===== src/rtl/pulse_updown_pkg.sv =====
// ============================================================================
// Module      : pulse_updown_pkg
// Description : Channel state encoding and default timing constants shared
//               by the up/down push-button pulse conditioner.
// Revision    : 1.0 - initial release
// ============================================================================
`default_nettype none

package pulse_updown_pkg;

    typedef enum logic [1:0] {
        IDLE        = 2'd0,
        PRESS_DEB   = 2'd1,
        HELD        = 2'd2,
        RELEASE_DEB = 2'd3
    } chan_state_t;

    localparam int unsigned c_deb_cycles_dflt    = 500000;
    localparam int unsigned c_repeat_delay_dflt  = 25000000;
    localparam int unsigned c_repeat_period_dflt = 10000000;

    function automatic int unsigned max_u(input int unsigned a, input int unsigned b);
        return (a > b) ? a : b;
    endfunction

endpackage

`default_nettype wire


===== src/rtl/pulse_updown_cond_if.sv =====
// ============================================================================
// Module      : pulse_updown_cond_if
// Description : Button inputs and increment/decrement pulse outputs of the
//               pulse conditioner; master drives buttons, slave is the block.
// Revision    : 1.0 - initial release
// ============================================================================
`default_nettype none

interface pulse_updown_cond_if;

    logic btn_up;
    logic btn_down;
    logic aum;
    logic dism;

    modport master (
        output btn_up,
        output btn_down,
        input  aum,
        input  dism
    );

    modport slave (
        input  btn_up,
        input  btn_down,
        output aum,
        output dism
    );

endinterface

`default_nettype wire


===== src/rtl/pulse_updown_cond_btn_channel.sv =====
// ============================================================================
// Module      : btn_channel
// Description : One button: 2-flop synchronizer, press/release debounce FSM
//               and, with AUTO_REPEAT_EN defined, a hold auto-repeat timer.
// Revision    : 1.0 - initial release
// ============================================================================
`default_nettype none

module btn_channel
    import pulse_updown_pkg::*;
#(
    parameter int unsigned DEB_CYCLES    = c_deb_cycles_dflt,
    parameter int unsigned REPEAT_DELAY  = c_repeat_delay_dflt,
    parameter int unsigned REPEAT_PERIOD = c_repeat_period_dflt
) (
    input  logic clk,
    input  logic reset,
    input  logic btn,
    output logic pulse,
    output logic held
);

    localparam int unsigned c_deb_w = $clog2(DEB_CYCLES + 1);
    localparam logic [c_deb_w-1:0] c_deb_last = c_deb_w'(DEB_CYCLES - 1);

    if (DEB_CYCLES == 0 || REPEAT_DELAY == 0 || REPEAT_PERIOD == 0) begin : g_cfg_err
        $error("btn_channel: DEB_CYCLES, REPEAT_DELAY and REPEAT_PERIOD must be non-zero");
    end

    logic [1:0]         r_sync;
    logic               w_synced;
    chan_state_t        r_state;
    chan_state_t        w_state_nxt;
    logic [c_deb_w-1:0] r_deb_cnt;
    logic [c_deb_w-1:0] w_deb_cnt_nxt;
    logic               w_press_done;
    logic               r_pulse;

    assign w_synced = r_sync[1];

    always_ff @(posedge clk) begin
        if (reset) begin
            r_sync <= 2'b00;
        end else begin
            r_sync <= {r_sync[0], btn};
        end
    end

    always_ff @(posedge clk) begin
        if (reset) begin
            r_state   <= IDLE;
            r_deb_cnt <= '0;
        end else begin
            r_state   <= w_state_nxt;
            r_deb_cnt <= w_deb_cnt_nxt;
        end
    end

    // The counter stops at c_deb_last, so it saturates by construction.
    always_comb begin
        w_state_nxt   = r_state;
        w_deb_cnt_nxt = r_deb_cnt;
        w_press_done  = 1'b0;
        case (r_state)
            IDLE: begin
                if (w_synced) begin
                    w_state_nxt   = PRESS_DEB;
                    w_deb_cnt_nxt = '0;
                end
            end
            PRESS_DEB: begin
                if (!w_synced) begin
                    w_state_nxt   = IDLE;
                    w_deb_cnt_nxt = '0;
                end else if (r_deb_cnt == c_deb_last) begin
                    w_state_nxt   = HELD;
                    w_deb_cnt_nxt = '0;
                    w_press_done  = 1'b1;
                end else begin
                    w_deb_cnt_nxt = r_deb_cnt + 1'b1;
                end
            end
            HELD: begin
                if (!w_synced) begin
                    w_state_nxt   = RELEASE_DEB;
                    w_deb_cnt_nxt = '0;
                end
            end
            RELEASE_DEB: begin
                if (w_synced) begin
                    w_state_nxt   = HELD;
                    w_deb_cnt_nxt = '0;
                end else if (r_deb_cnt == c_deb_last) begin
                    w_state_nxt   = IDLE;
                    w_deb_cnt_nxt = '0;
                end else begin
                    w_deb_cnt_nxt = r_deb_cnt + 1'b1;
                end
            end
            default: begin
                w_state_nxt   = IDLE;
                w_deb_cnt_nxt = '0;
            end
        endcase
    end

`ifdef AUTO_REPEAT_EN
    localparam int unsigned c_rep_max = max_u(REPEAT_DELAY, REPEAT_PERIOD);
    localparam int unsigned c_rep_w   = $clog2(c_rep_max + 1);

    logic [c_rep_w-1:0] r_rep_cnt;
    logic [c_rep_w-1:0] w_rep_target;
    logic               r_rep_phase;
    logic               w_rep_fire;

    // First repeat waits REPEAT_DELAY, later ones REPEAT_PERIOD; any exit from
    // HELD (including the HELD->RELEASE_DEB edge) restarts the whole schedule.
    assign w_rep_target = r_rep_phase ? c_rep_w'(REPEAT_PERIOD) : c_rep_w'(REPEAT_DELAY);
    assign w_rep_fire   = (r_state == HELD) && w_synced && (r_rep_cnt == w_rep_target);

    always_ff @(posedge clk) begin
        if (reset || (r_state != HELD) || !w_synced) begin
            r_rep_cnt   <= '0;
            r_rep_phase <= 1'b0;
        end else if (w_rep_fire) begin
            r_rep_cnt   <= c_rep_w'(1);
            r_rep_phase <= 1'b1;
        end else if (r_rep_cnt != c_rep_w'(c_rep_max)) begin
            r_rep_cnt   <= r_rep_cnt + 1'b1;
        end
    end

    always_ff @(posedge clk) begin
        if (reset) begin
            r_pulse <= 1'b0;
        end else begin
            r_pulse <= w_press_done | w_rep_fire;
        end
    end
`else
    always_ff @(posedge clk) begin
        if (reset) begin
            r_pulse <= 1'b0;
        end else begin
            r_pulse <= w_press_done;
        end
    end
`endif

    assign pulse = r_pulse;
    assign held  = (r_state == HELD);

endmodule

`default_nettype wire


===== src/rtl/pulse_updown_cond.sv =====
// ============================================================================
// Module      : pulse_updown_cond
// Description : Up/down button conditioner producing mutually exclusive
//               increment (aum) / decrement (dism) pulses. Define
//               AUTO_REPEAT_EN to enable hold auto-repeat.
// Revision    : 1.0 - initial release
// ============================================================================
`default_nettype none

module pulse_updown_cond
    import pulse_updown_pkg::*;
#(
    parameter int unsigned DEB_CYCLES    = c_deb_cycles_dflt,
    parameter int unsigned REPEAT_DELAY  = c_repeat_delay_dflt,
    parameter int unsigned REPEAT_PERIOD = c_repeat_period_dflt
) (
    input  logic                      clk,
    input  logic                      reset,
    pulse_updown_cond_if.slave        bus
);

    logic w_up_pulse;
    logic w_up_held;
    logic w_dn_pulse;
    logic w_dn_held;
    logic w_both_pulse;

    btn_channel #(
        .DEB_CYCLES    (DEB_CYCLES),
        .REPEAT_DELAY  (REPEAT_DELAY),
        .REPEAT_PERIOD (REPEAT_PERIOD)
    ) u_up (
        .clk   (clk),
        .reset (reset),
        .btn   (bus.btn_up),
        .pulse (w_up_pulse),
        .held  (w_up_held)
    );

    btn_channel #(
        .DEB_CYCLES    (DEB_CYCLES),
        .REPEAT_DELAY  (REPEAT_DELAY),
        .REPEAT_PERIOD (REPEAT_PERIOD)
    ) u_down (
        .clk   (clk),
        .reset (reset),
        .btn   (bus.btn_down),
        .pulse (w_dn_pulse),
        .held  (w_dn_held)
    );

    // A pulse is dropped while the opposite button is held, and coincident
    // pulses cancel each other.
    assign w_both_pulse = w_up_pulse & w_dn_pulse;
    assign bus.aum      = w_up_pulse & ~w_dn_held & ~w_both_pulse;
    assign bus.dism     = w_dn_pulse & ~w_up_held & ~w_both_pulse;

endmodule

`default_nettype wire


===== src/flat_wrapper.sv =====
// flat-port wrapper written by rule: the top's interface ports become plain ports
module pulse_updown_cond_flat import pulse_updown_pkg::*;
#(
    parameter int unsigned DEB_CYCLES    = c_deb_cycles_dflt,
    parameter int unsigned REPEAT_DELAY  = c_repeat_delay_dflt,
    parameter int unsigned REPEAT_PERIOD = c_repeat_period_dflt
)
  (clk, reset, bus_btn_up, bus_btn_down, bus_aum, bus_dism);
  pulse_updown_cond_if bus_i ();
  input  logic clk;
  input  logic reset;
  input wire logic [$bits(bus_i.btn_up)-1:0] bus_btn_up;
  input wire logic [$bits(bus_i.btn_down)-1:0] bus_btn_down;
  output wire logic [$bits(bus_i.aum)-1:0] bus_aum;
  output wire logic [$bits(bus_i.dism)-1:0] bus_dism;
  assign bus_i.btn_up = bus_btn_up;
  assign bus_i.btn_down = bus_btn_down;
  assign bus_aum = bus_i.aum;
  assign bus_dism = bus_i.dism;
  pulse_updown_cond #(.DEB_CYCLES(DEB_CYCLES), .REPEAT_DELAY(REPEAT_DELAY), .REPEAT_PERIOD(REPEAT_PERIOD)) u_core (.clk(clk), .reset(reset), .bus(bus_i));
endmodule

===== config.mk =====
export PLATFORM = sky130hd
export DESIGN_NAME = pulse_updown_cond_flat
export DESIGN_NICKNAME = d
export VERILOG_FILES = /design/src/rtl/pulse_updown_pkg.sv /design/src/rtl/pulse_updown_cond_if.sv /design/src/rtl/pulse_updown_cond_btn_channel.sv /design/src/rtl/pulse_updown_cond.sv /design/src/flat_wrapper.sv
export SDC_FILE = /design/constraint.sdc
export NUM_CORES = 1
export LEC_CHECK = 0
export CAP_MARGIN = 20
export CORE_MARGIN = 5
export CORE_UTILIZATION = 45
export DETAILED_ROUTE_END_ITERATION = 6
export SLEW_MARGIN = 5
export SYNTH_ARGS = -nofsm -noshare
export SYNTH_HDL_FRONTEND = slang
export SYNTH_SLANG_ARGS = --single-unit

===== constraint.sdc =====
create_clock -name clk -period 2.5 [get_ports clk]
set_clock_uncertainty 0.15 [all_clocks]
set_input_delay 0.5 -clock clk [delete_from_list [all_inputs] [get_ports clk]]
set_output_delay 0.5 -clock clk [all_outputs]
set_load 0.01 [all_outputs]

; After elaboration in Yosys (flattened, before gate mapping)
; Cells that the tools add are included.
[word_totals]
ff_bits = 48
in_bits = 4
[classes]
add_sub_neg = 2
eq_ne = 16
n_mux = 28
bitwise_logic = 12
reduce_logical = 8
[ops]
columns = op, count
row1 = 19-bit 2-to-1 mux, 10
row2 = 19-bit one-hot mux with 4 select lines, 2
row3 = 19-bit by 1-bit adder with 19-bit output (second input constant), 2
row4 = 19-bit equality test (second input constant), 2
row5 = 2-bit 2-to-1 mux, 12
row6 = 2-bit one-hot mux with 4 select lines, 2
row7 = 3-bit != test (second input constant), 4
row8 = 2-bit equality test (second input constant), 4
row9 = 2-bit != test (second input constant), 4
row10 = 4-bit AND reduction, 2
row11 = 1-bit NOT, 7
row12 = 3-bit OR reduction, 2
row13 = 1-bit AND, 5
row14 = 2-bit by 1-bit equality test with 1-bit output (second input constant), 2
row15 = 2-bit zero test, 2
row16 = 2-bit AND reduction, 2
row17 = 1-bit 2-to-1 mux, 2

; Longest topological paths before layout
; Gate-level depths: netlist (run 1).
[depth]
word_depth = 4
depth_mapped = 8

; By module
; A second synthesis (run 1) with hierarchy kept.
[unflattened]
cells_unflattened = 277
area_unflattened_um2 = 2408.6
[modules_own_cells]
columns = module, instances, cells_each, area_per_inst_um2, seq_area_each_um2
row1 = btn_channel at u_core.u_down, 1, 137, 1193.6, 480.5
row2 = btn_channel at u_core.u_up, 1, 138, 1189.9, 480.5
row3 = pulse_updown_cond, 1, 2, 25.0, 0.0

; Worst setup path before layout (run 1)
; No wires, ideal clock.
[synth_timing]
path_kind = register -> register
startpoint = reg u_core.u_down.r_deb_cnt[0]
endpoint = reg u_core.u_down.r_deb_cnt[17]
setup_ns = 0.120
arrival_ns = 1.696
setup_slack_ns = 0.535
stages_incl_launch_ff = 9
path_buffers = 2
synth_period_minus_slack_ns = 1.965
path_cell_list = dfxtp_1 ha_1 nand4_4 nor4_4 a211oi_2 buf_6 buf_6 a32oi_1 nand2_1
[synth_between]
elab_chain_len = 4
elab_cells_between_ends = 6
classes_between = add/sub: 1 / eq/ne: 1 / mux: 4
[synth_lines]
columns = item, line
row1 = "start, declared", pulse_updown_cond_btn_channel.sv:34  ; logic [c_deb_w-1:0] r_deb_cnt;
row2 = "start signal, assigned", pulse_updown_cond_btn_channel.sv:55  ; r_deb_cnt <= w_deb_cnt_nxt;
row3 = 19-bit by 1-bit adder with 19-bit output or 19-bit equality test (tied branches), n/a
row4 = 19-bit 2-to-1 mux *, "pulse_updown_cond_btn_channel.sv:75, pulse_updown_cond_btn_channel.sv:93"
row5 = "19-bit 2-to-1 mux, on equally long branches", "pulse_updown_cond_btn_channel.sv:90, pulse_updown_cond_btn_channel.sv:72"
row6 = 19-bit one-hot mux with 4 select lines *, pulse_updown_cond_btn_channel.sv:64  ; case (r_state)
; Mark *: on every way between the ends. The rest lies on a longest branch, timed or not.
; A chain may end at the register's enable or synchronous reset.

; Final worst setup path (run 1)
[layout_timing]
startpoint = reg u_core.u_down.r_state[0]
endpoint = out bus_aum
[layout_between]
elab_chain_len = 4
[layout_lines]
columns = item, line
row1 = "start, declared", pulse_updown_cond_btn_channel.sv:32  ; chan_state_t r_state;
row2 = "start signal, assigned", pulse_updown_cond_btn_channel.sv:54  ; r_state <= w_state_nxt;
row3 = 2-bit equality test, pulse_updown_cond_btn_channel.sv:151  ; assign held = (r_state == HELD);
row4 = 1-bit NOT, pulse_updown_cond.sv:55  ; assign bus.aum = w_up_pulse & ~w_dn_held & ~w_both_pulse;
row5 = 1-bit AND (2 in a row), pulse_updown_cond.sv:55
row6 = "end, declared", flat_wrapper.sv:14  ; output wire logic [$bits(bus_i.aum)-1:0] bus_aum;
; No other way between the ends.

==> results of run 1 <==
==> cells in the mapped netlist (3+ instances only) <==
master    instances
a21o_1            5
a21oi_1          21
a22o_1            6
a31oi_1          15
a41oi_1           4
and3_1           10
buf_6             5
clkbuf_1          3
dfxtp_1          48
inv_1             3
mux2i_1          10
nand2_1          23
nand2b_1          4
nand3_1          22
nand4_1           6
nor2_1           27
nor2b_1           7
nor3_1            5
nor4b_1           3
o21ai_0           4
or2b_1            5
or3_1             3
==> final cells by class <==
cell class / count / area, um2 / share of cell area (%)
multi-input cells: 218 / 1433 / 52.12
inverters: 3 / 11.26 / 0.4096
well taps: 72 / 90.09 / 3.277
clock inverters: 3 / 42.54 / 1.548
clock buffers: 5 / 68.82 / 2.503
repair buffers: 14 / 142.6 / 5.189
flip-flops and latches: 48 / 960.9 / 34.96
==> logic make-up after synthesis <==
family                   Yosys count
multiplexers                      10
AO/OA/AOI/OAI                     68
flip-flops                        48
XOR/XNOR                           4
buffers and inverters             16
AND/OR/NAND/NOR                  134
adder cells (fa/ha/maj)            2
==> sequential cells by signal (all words and copies together) (netlist names), named ones only <==
| name | cells |
|---|---|
| u_core.u_up.r_sync | 2 |
| u_core.u_up.pulse | 1 |
| u_core.u_down.r_deb_cnt | 19 |
| u_core.u_down.pulse | 1 |
| u_core.u_up.r_deb_cnt | 19 |
| u_core.u_down.r_sync | 2 |
| u_core.u_up.r_state | 1 |
| u_core.u_down.r_state | 1 |
==> path summary, 6_finish.rpt <==
kind | slack (ps) | to | cells after the start
setup / recovery | 250 | bus_aum | 3
hold / removal | 300 | u_core.u_down.r_sync[1]$_SDFF_PP0_ | 1
setup reg to reg | 320 | u_core.u_down.r_deb_cnt[18]$_SDFFE_PP0P_ | 7
hold reg to reg | 300 | u_core.u_down.r_sync[1]$_SDFF_PP0_ | 1
==> per-stage QoR <==
stage                     util, %  cell area [um2]  hold WS [ps]
after global placement      48.19             2638         265.6
after global routing        50.23             2749         321.5
final                       50.23             2749         295.8
after detailed placement    48.19             2638         278.0
after floorplan                 -             2505         263.8
after CTS                   50.23             2749         301.6
==> per-layer routing <==
layer,vias to the layer above,GRT usage (%),share of wire (%)
li1,1065,-,-
met1,970,19.42,49
met2,13,24.70,48
met3,5,2.944,2.1
met4,0,4.748,0.98
met5,-,0,0
==> power by group <==
group	total, W	internal (W)	leakage (nW)	switching [W]
combinational	0.0000615	0.0000263	0.538	0.0000352
clock	0.000561	0.000296	0.0541	0.000264
sequential	0.000774	0.000769	0.388	0.00000516
==> metrics.md, run 1 <==
| Metric | Value |
|---|---|
| Status | complete, no violations |
| TritonCTS Buffers | 5 |
| Peak ir drop on the vdd network | 0.3937 mV |
| Vias in the first global route | 1976 |
| Most common flop cell mapped by yosys | dfxtp_1 |
| Avg Cell Area, Syn | between 8 and 9 um2 |
| Die extent in x | 84.61 um |
| Cell family contributing the most delay on the critical path | buffers and inverters |
| Post-route total power | 0.001396 W |
| DR iter-0 viols | 92 |
| Post-synthesis to final-layout area growth | 9.740% |
| Ys Warns | 0 |
| Per-cell routed wire length | around 14 um |
| Critical path endpoint category | output port |
| Number of enable-type register cells in the synthesized netlist | 0 |
| Main combinational cell family by area after synthesis | simple AND/OR/NAND/NOR gates |
| Overall Global Routing Usage | 14.90% |
| Setup ws final | between 200 and 250 ps |
| Site row count | 27 |
| Setup violation total in the final timing report | 0 |
| Pwr dens | 507.9 nW/um2 |
| Total gr overflow | 0 |
| Clk pin slew, worst setup/hold paths | 90 ps |
| Seq cells post-synth | 48 |
| CTS root buf | clkbuf_8 |
| Post-CTS setup buffers | 0 |
| Wire length of the first global-routing pass | 8.976 mm |
| Max Clk Rate | 443.9 MHz |
| Die Y-Extent | 84.61 um |
| Via count | 2053 |
| Commonest non-fill, non-tap cell in the layout | dfxtp_1 |
| DP Wirelength | 3.388 mm |
| Worst-path cell with the longest stage delay | clkdlybuf4s50_1 |
| Number of max-slew violations in the final report | 0 |
| Post-synthesis simple-gate area fraction | 31.12% |
| # IOs | 6 |
| Number of cells upsized or downsized after cts | 0 |
| Min cycle time layout | 2253 ps |
| Port Buf Inserts | 5 |
| Share of the synthesized area in the top cell type | 38.36% |
| Mux contribution to synthesized area | 3.996% |
| Sequential cell area fraction in the yosys report | 38.36% |
| Cell-by-cell trace of the critical path | nor2b_1 -> nor3b_1 -> clkdlybuf4s50_1 |
| RR Startpoint | u_core.u_down.r_deb_cnt[0]$_SDFFE_PP0P_ |
| Data arrival time of the worst path | 1600 ps |
| Antenna violations before repair | 0 |
| Post-place setup slack | 328.7 ps |
| Max Root-Sink Buffers | 2 |
| Compound-gate portion of the synthesized area | 19.08% |
| Total of fill cells in the finished design | roughly 560 |
| Source of the critical timing path | u_core.u_down.r_state[0]$_SDFFE_PP0P_ |
| Core region area | approximately 5500 um2 |
| Least-Margin Pin Slew | 505.5 ps |
| Mapped Nets | between 200 and 300 |
| Synthesized-area fraction occupied by adder cells | less than 1% |
| Most frequent cells in the layout | 48 x dfxtp_1, 27 x nor2_1, 23 x nand2_1 |
| Area of the die | 7159 um2 |
| Cts-stage hold buffer count | 0 |
| Count of unresolved DRC violations after routing | 0 |
| Number of max-capacitance violations reported | 0 |
| Clock network latency to the later pin of the worst-skew pair | 300 ps |
| Number of H-tree levels | 2 |
| Hold Path Origin | u_core.u_down.r_sync[0]$_SDFF_PP0_ |
| Synth cell types | 52 |
| Number of endpoints with negative hold slack in the final report | 0 |
| Worst setup SP type | flop |
| Number of standard cells after synthesis | 282 |
| Clock tree from TritonCTS | done |
| Final instance count without filler cells | 363 |
| Count of antenna diodes in the layout | 0 |
| Combined area of all synthesized cells | between 2000 and 3000 um2 |
| Ranking of synthesized cells by area | dfxtp_1 38%, nand3_1 4.4%, a21oi_1 4.2%, nor2_1 4.0%, mux2i_1 4.0% |
| Data required time of the worst path | 1850 ps |
| Clock Sink Count | 48 |
| Maximum fanout along the worst path | 9 |
| Final worst-path cycle share | 90.12% |
| Fraction of final layout cells with drive strength greater than 1 | between 10 and 15% |
| Effective utilization at floorplan | 45.77% |
| Fraction of synthesis flops using an asynchronous set or reset pin | 0% |
| Share of the synthesized netlist area taken by xor and xnor gates | 1.998% |
| Router iterations before antenna repair | 4 |
| Largest area contributor in the synthesized netlist | dfxtp_1 |
| Post-detailed-route count of antenna-violating nets | 0 |
| RSZ-0062 raised after global routing | false |
| Placed instance count | 355 |
| Drt via density | 5.656 |
| Delay of the slowest cell on the worst path | 560 ps |
| Relative slew slack | roughly two thirds |
| Number of nets in the finished design | 296 |
| Cell leakage power | 0.9793 nW |
| Total Neg Setup Slack | 0 ps |
| Worst min path class | flop to flop |
| Detailed Route WL | a little under 5 mm |
| Buffers plus inverters on the worst setup path | 1 |
| Crit Path Class | flop to output port |
| RePlAce Congestion | 0.7323 |
| Maximum number of pins on one net before global-route repair | 33 |
(Power assumes the default switching activity.)
==> run 2: changes to the inputs <==
--- a/config.mk
+++ b/config.mk
@@ -6,9 +6,9 @@
 export NUM_CORES = 1
 export LEC_CHECK = 0
 export CAP_MARGIN = 20
-export CORE_MARGIN = 5
 export CORE_UTILIZATION = 45
 export DETAILED_ROUTE_END_ITERATION = 6
+export REMOVE_ABC_BUFFERS = 1
 export SLEW_MARGIN = 5
 export SYNTH_ARGS = -nofsm -noshare
 export SYNTH_HDL_FRONTEND = slang
==> run 2 against run 1 <==
Sequential share of layout area is 0.62 points higher. Die area is 18% lower. Core utilization grew 1.3 points. First-iteration DRC count is 40% higher. Sequential power barely moved. Via count decreased by 1.1%. Global-route usage grew 2.6 points. Combinational power fell by 7.0%. Register-to-register slack got worse by 60 ps. Non-clock buffer count fell by 4. Critical path depth unchanged. Flip-flop and latch count unchanged. Critical endpoint unchanged.
==> metrics.md, run 2 (synthesis results as in run 1) <==
| Metric | Value |
|---|---|
| Port Buf Inserts | 5 |
| Cell leakage power | 0.9548 nW |
| Area of the die | just under 6000 um2 |
| DR iter-0 viols | 129 |
| Final standard cell utilization of the core | 51.58% |
| Count of unresolved DRC violations after routing | 0 |
| Antenna violations before repair | 0 |
| Total gr overflow | 0 |
| Commonest non-fill, non-tap cell in the layout | dfxtp_1 |
| Min cycle time layout | 2253 ps |
| Post-place setup slack | 210.5 ps |
| Number of endpoints with negative hold slack in the final report | 0 |
| Number of H-tree levels | 2 |
| Placed instance area | approximately 2600 um2 |
| Final std cell area, no fill | 2701 um2 |
| Post-CTS setup buffers | 0 |
| Max Clk Rate | 443.8 MHz |
| Crit Path Class | flop to output port |
| Detailed Route WL | 4.686 mm |
| Register share of total power | 58.3% |
| Number of cells upsized or downsized after cts | 0 |
| Relative slew slack | a little over half |
| Fin Hold WS | 313.3 ps |
| Per-cell routed wire length | 13.16 um |
| Cell-by-cell trace of the critical path | nor2b_1 -> nor3b_1 -> clkdlybuf4s50_1 |
| Worst setup SP type | flop |
| Top flop regs | u_core.u_down.r_deb_cnt (19), u_core.u_up.r_deb_cnt (19) |
| Vias in the first global route | 1839 |
| Via count | 2031 |
| Die Y-Extent | 76.61 um |
| Pwr dens | between 400 and 500 nW/um2 |
| Cts-stage hold buffer count | 0 |
| Post-detailed-route count of antenna-violating nets | 0 |
| Worst-path cell with the longest stage delay | clkdlybuf4s50_1 |
| Clock Sink Count | 48 |
| CTS root buf | clkbuf_8 |
| Overall Global Routing Usage | 17.48% |
| Peak ir drop on the vdd network | ~0.23 mV |
| Buffers plus inverters on the worst setup path | 1 |
| # IOs | 6 |
| Critical path endpoint category | output port |
| Drt via density | 5.705 |
| Fraction of final layout cells with drive strength greater than 1 | a little over a tenth |
| Internal power consumption | 0.001039 W |
| DP Wirelength | 3.334 mm |
| Setup violation total in the final timing report | 0 |
| RePlAce Congestion | approximately 0.75 |
| Capturing element of the worst setup path | bus_aum |
| Cell family contributing the most delay on the critical path | buffers and inverters |
| Data required time of the worst path | 1850 ps |
| Clock tree from TritonCTS | done |
| Maximum number of pins on one net before global-route repair | 33 |
| Site row count | 26 |
| Least-Margin Pin Slew | 683.0 ps |
| Most frequent cells in the layout | 48 x dfxtp_1, 27 x nor2_1, 23 x nand2_1 |
| Router iterations before antenna repair | 4 |
| Post-synthesis to final-layout area growth | 7.842% |
| Relative contribution of combinational cells to total power | 4.3% |
| Worst R2R Setup Slack | approximately 260 ps |
| RR Startpoint | u_core.u_down.r_deb_cnt[0]$_SDFFE_PP0P_ |
| Final worst-path cycle share | 90.13% |
| Path length in cells of the critical path | 3 |
| Clock network latency to the later pin of the worst-skew pair | 300 ps |
| TritonCTS Buffers | 5 |
| Setup ws final | 246.7 ps |
| Source of the critical timing path | u_core.u_down.r_state[0]$_SDFFE_PP0P_ |
| Die extent in x | 76.61 um |
| Clk pin slew, worst setup/hold paths | 90 ps |
| Core region area | 5238 um2 |
| Count of antenna diodes in the layout | 0 |
| Max Root-Sink Buffers | 2 |
| Number of nets in the finished design | ~300 |
| Total Neg Setup Slack | 0 ps |
| Number of max-capacitance violations reported | 0 |
| Switching share of power | 21.68% |
| Number of max-slew violations in the final report | 0 |
| Worst min path class | flop to flop |
| Status | complete, no violations |
| Delay of the slowest cell on the worst path | approximately 560 ps |
| RSZ-0062 raised after global routing | false |
| Effective utilization at floorplan | 47.83% |
| Switch Pwr | 0.0002877 W |
| Register-to-Register Path Depth | 7 |
| Wire length of the first global-routing pass | 8.342 mm |
| Maximum fanout along the worst path | 9 |
| Clock network fraction of total power | 37.4% |
| Critical R2R Capture | u_core.u_down.r_deb_cnt[18]$_SDFFE_PP0P_ |
| Data arrival time of the worst path | roughly 1600 ps |
==> run 2: cell count changes in the layout (fill, tap and decap cells not counted) <==
cell | before | now
bufinv_16 | 1 | 0
buf_4 | 7 | 3
clkbuf_8 | 5 | 7
clkinv_2 | 1 | 0
clkinvlp_4 | 1 | 0
==> run 2: area by class of cell <==
cell class,count,area [um2]
multi-input cells,218,1433
repair buffers,10,112.6
inverters,3,11.26
flip-flops and latches,48,960.9
well taps,70,87.58
fillers,519,2536
clock buffers,7,96.34
==> run 2: worst min path at each step <==
stage,startpoint,endpoint,slack [ps],cells past startpoint
floorplan,u_core.u_down.r_sync[0]$_SDFF_PP0_,u_core.u_down.r_sync[1]$_SDFF_PP0_,260,1
global placement,u_core.u_down.r_sync[0]$_SDFF_PP0_,u_core.u_down.r_sync[1]$_SDFF_PP0_,270,1
detailed placement,u_core.u_up.r_sync[0]$_SDFF_PP0_,u_core.u_up.r_sync[1]$_SDFF_PP0_,290,1
CTS,u_core.u_down.r_sync[0]$_SDFF_PP0_,u_core.u_down.r_sync[1]$_SDFF_PP0_,310,1
global route,u_core.u_up.r_sync[0]$_SDFF_PP0_,u_core.u_up.r_sync[1]$_SDFF_PP0_,330,1
finish,u_core.u_up.r_sync[0]$_SDFF_PP0_,u_core.u_up.r_sync[1]$_SDFF_PP0_,310,1
==> run 2: through the flow <==
stage	total power [W]	std cells
global placement	0.0008491	349
floorplan	0.0008260	269
finish	0.001327	356
detailed placement	0.0008502	349
CTS	0.001351	356
global route	0.001386	356
==> run 2: power groups by stage <==
stage | Clock [W] | Combinational (W) | Sequential (W)
floorplan | 0 | 0.0000349 | 0.000791
global placement | 0 | 0.0000569 | 0.000792
detailed placement | 0 | 0.0000580 | 0.000792
CTS | 0.000519 | 0.0000580 | 0.000774
global route | 0.000546 | 0.0000642 | 0.000775
finish | 0.000496 | 0.0000572 | 0.000774
==> run 2: worst register-to-register path, stage by stage (launching register included) <==
cell and delay (ps):
dfxtp_1 410, ha_1 300, nand4_4 170, nor4_4 350, a211oi_2 150, buf_12 180
and3_1 170, a221o_1 250
==> run 2: per-layer routing <==
| metal | global-route usage, % | share of wire (%) | vias to the layer above |
|---|---|---|---|
| met1 | 23.70 | 53 | 953 |
| met5 | 0 | 0 | - |
| met2 | 27.57 | 44 | 22 |
| met3 | 3.952 | 2.2 | 4 |
| met4 | 5.192 | 0.94 | 0 |
| li1 | - | - | 1052 |
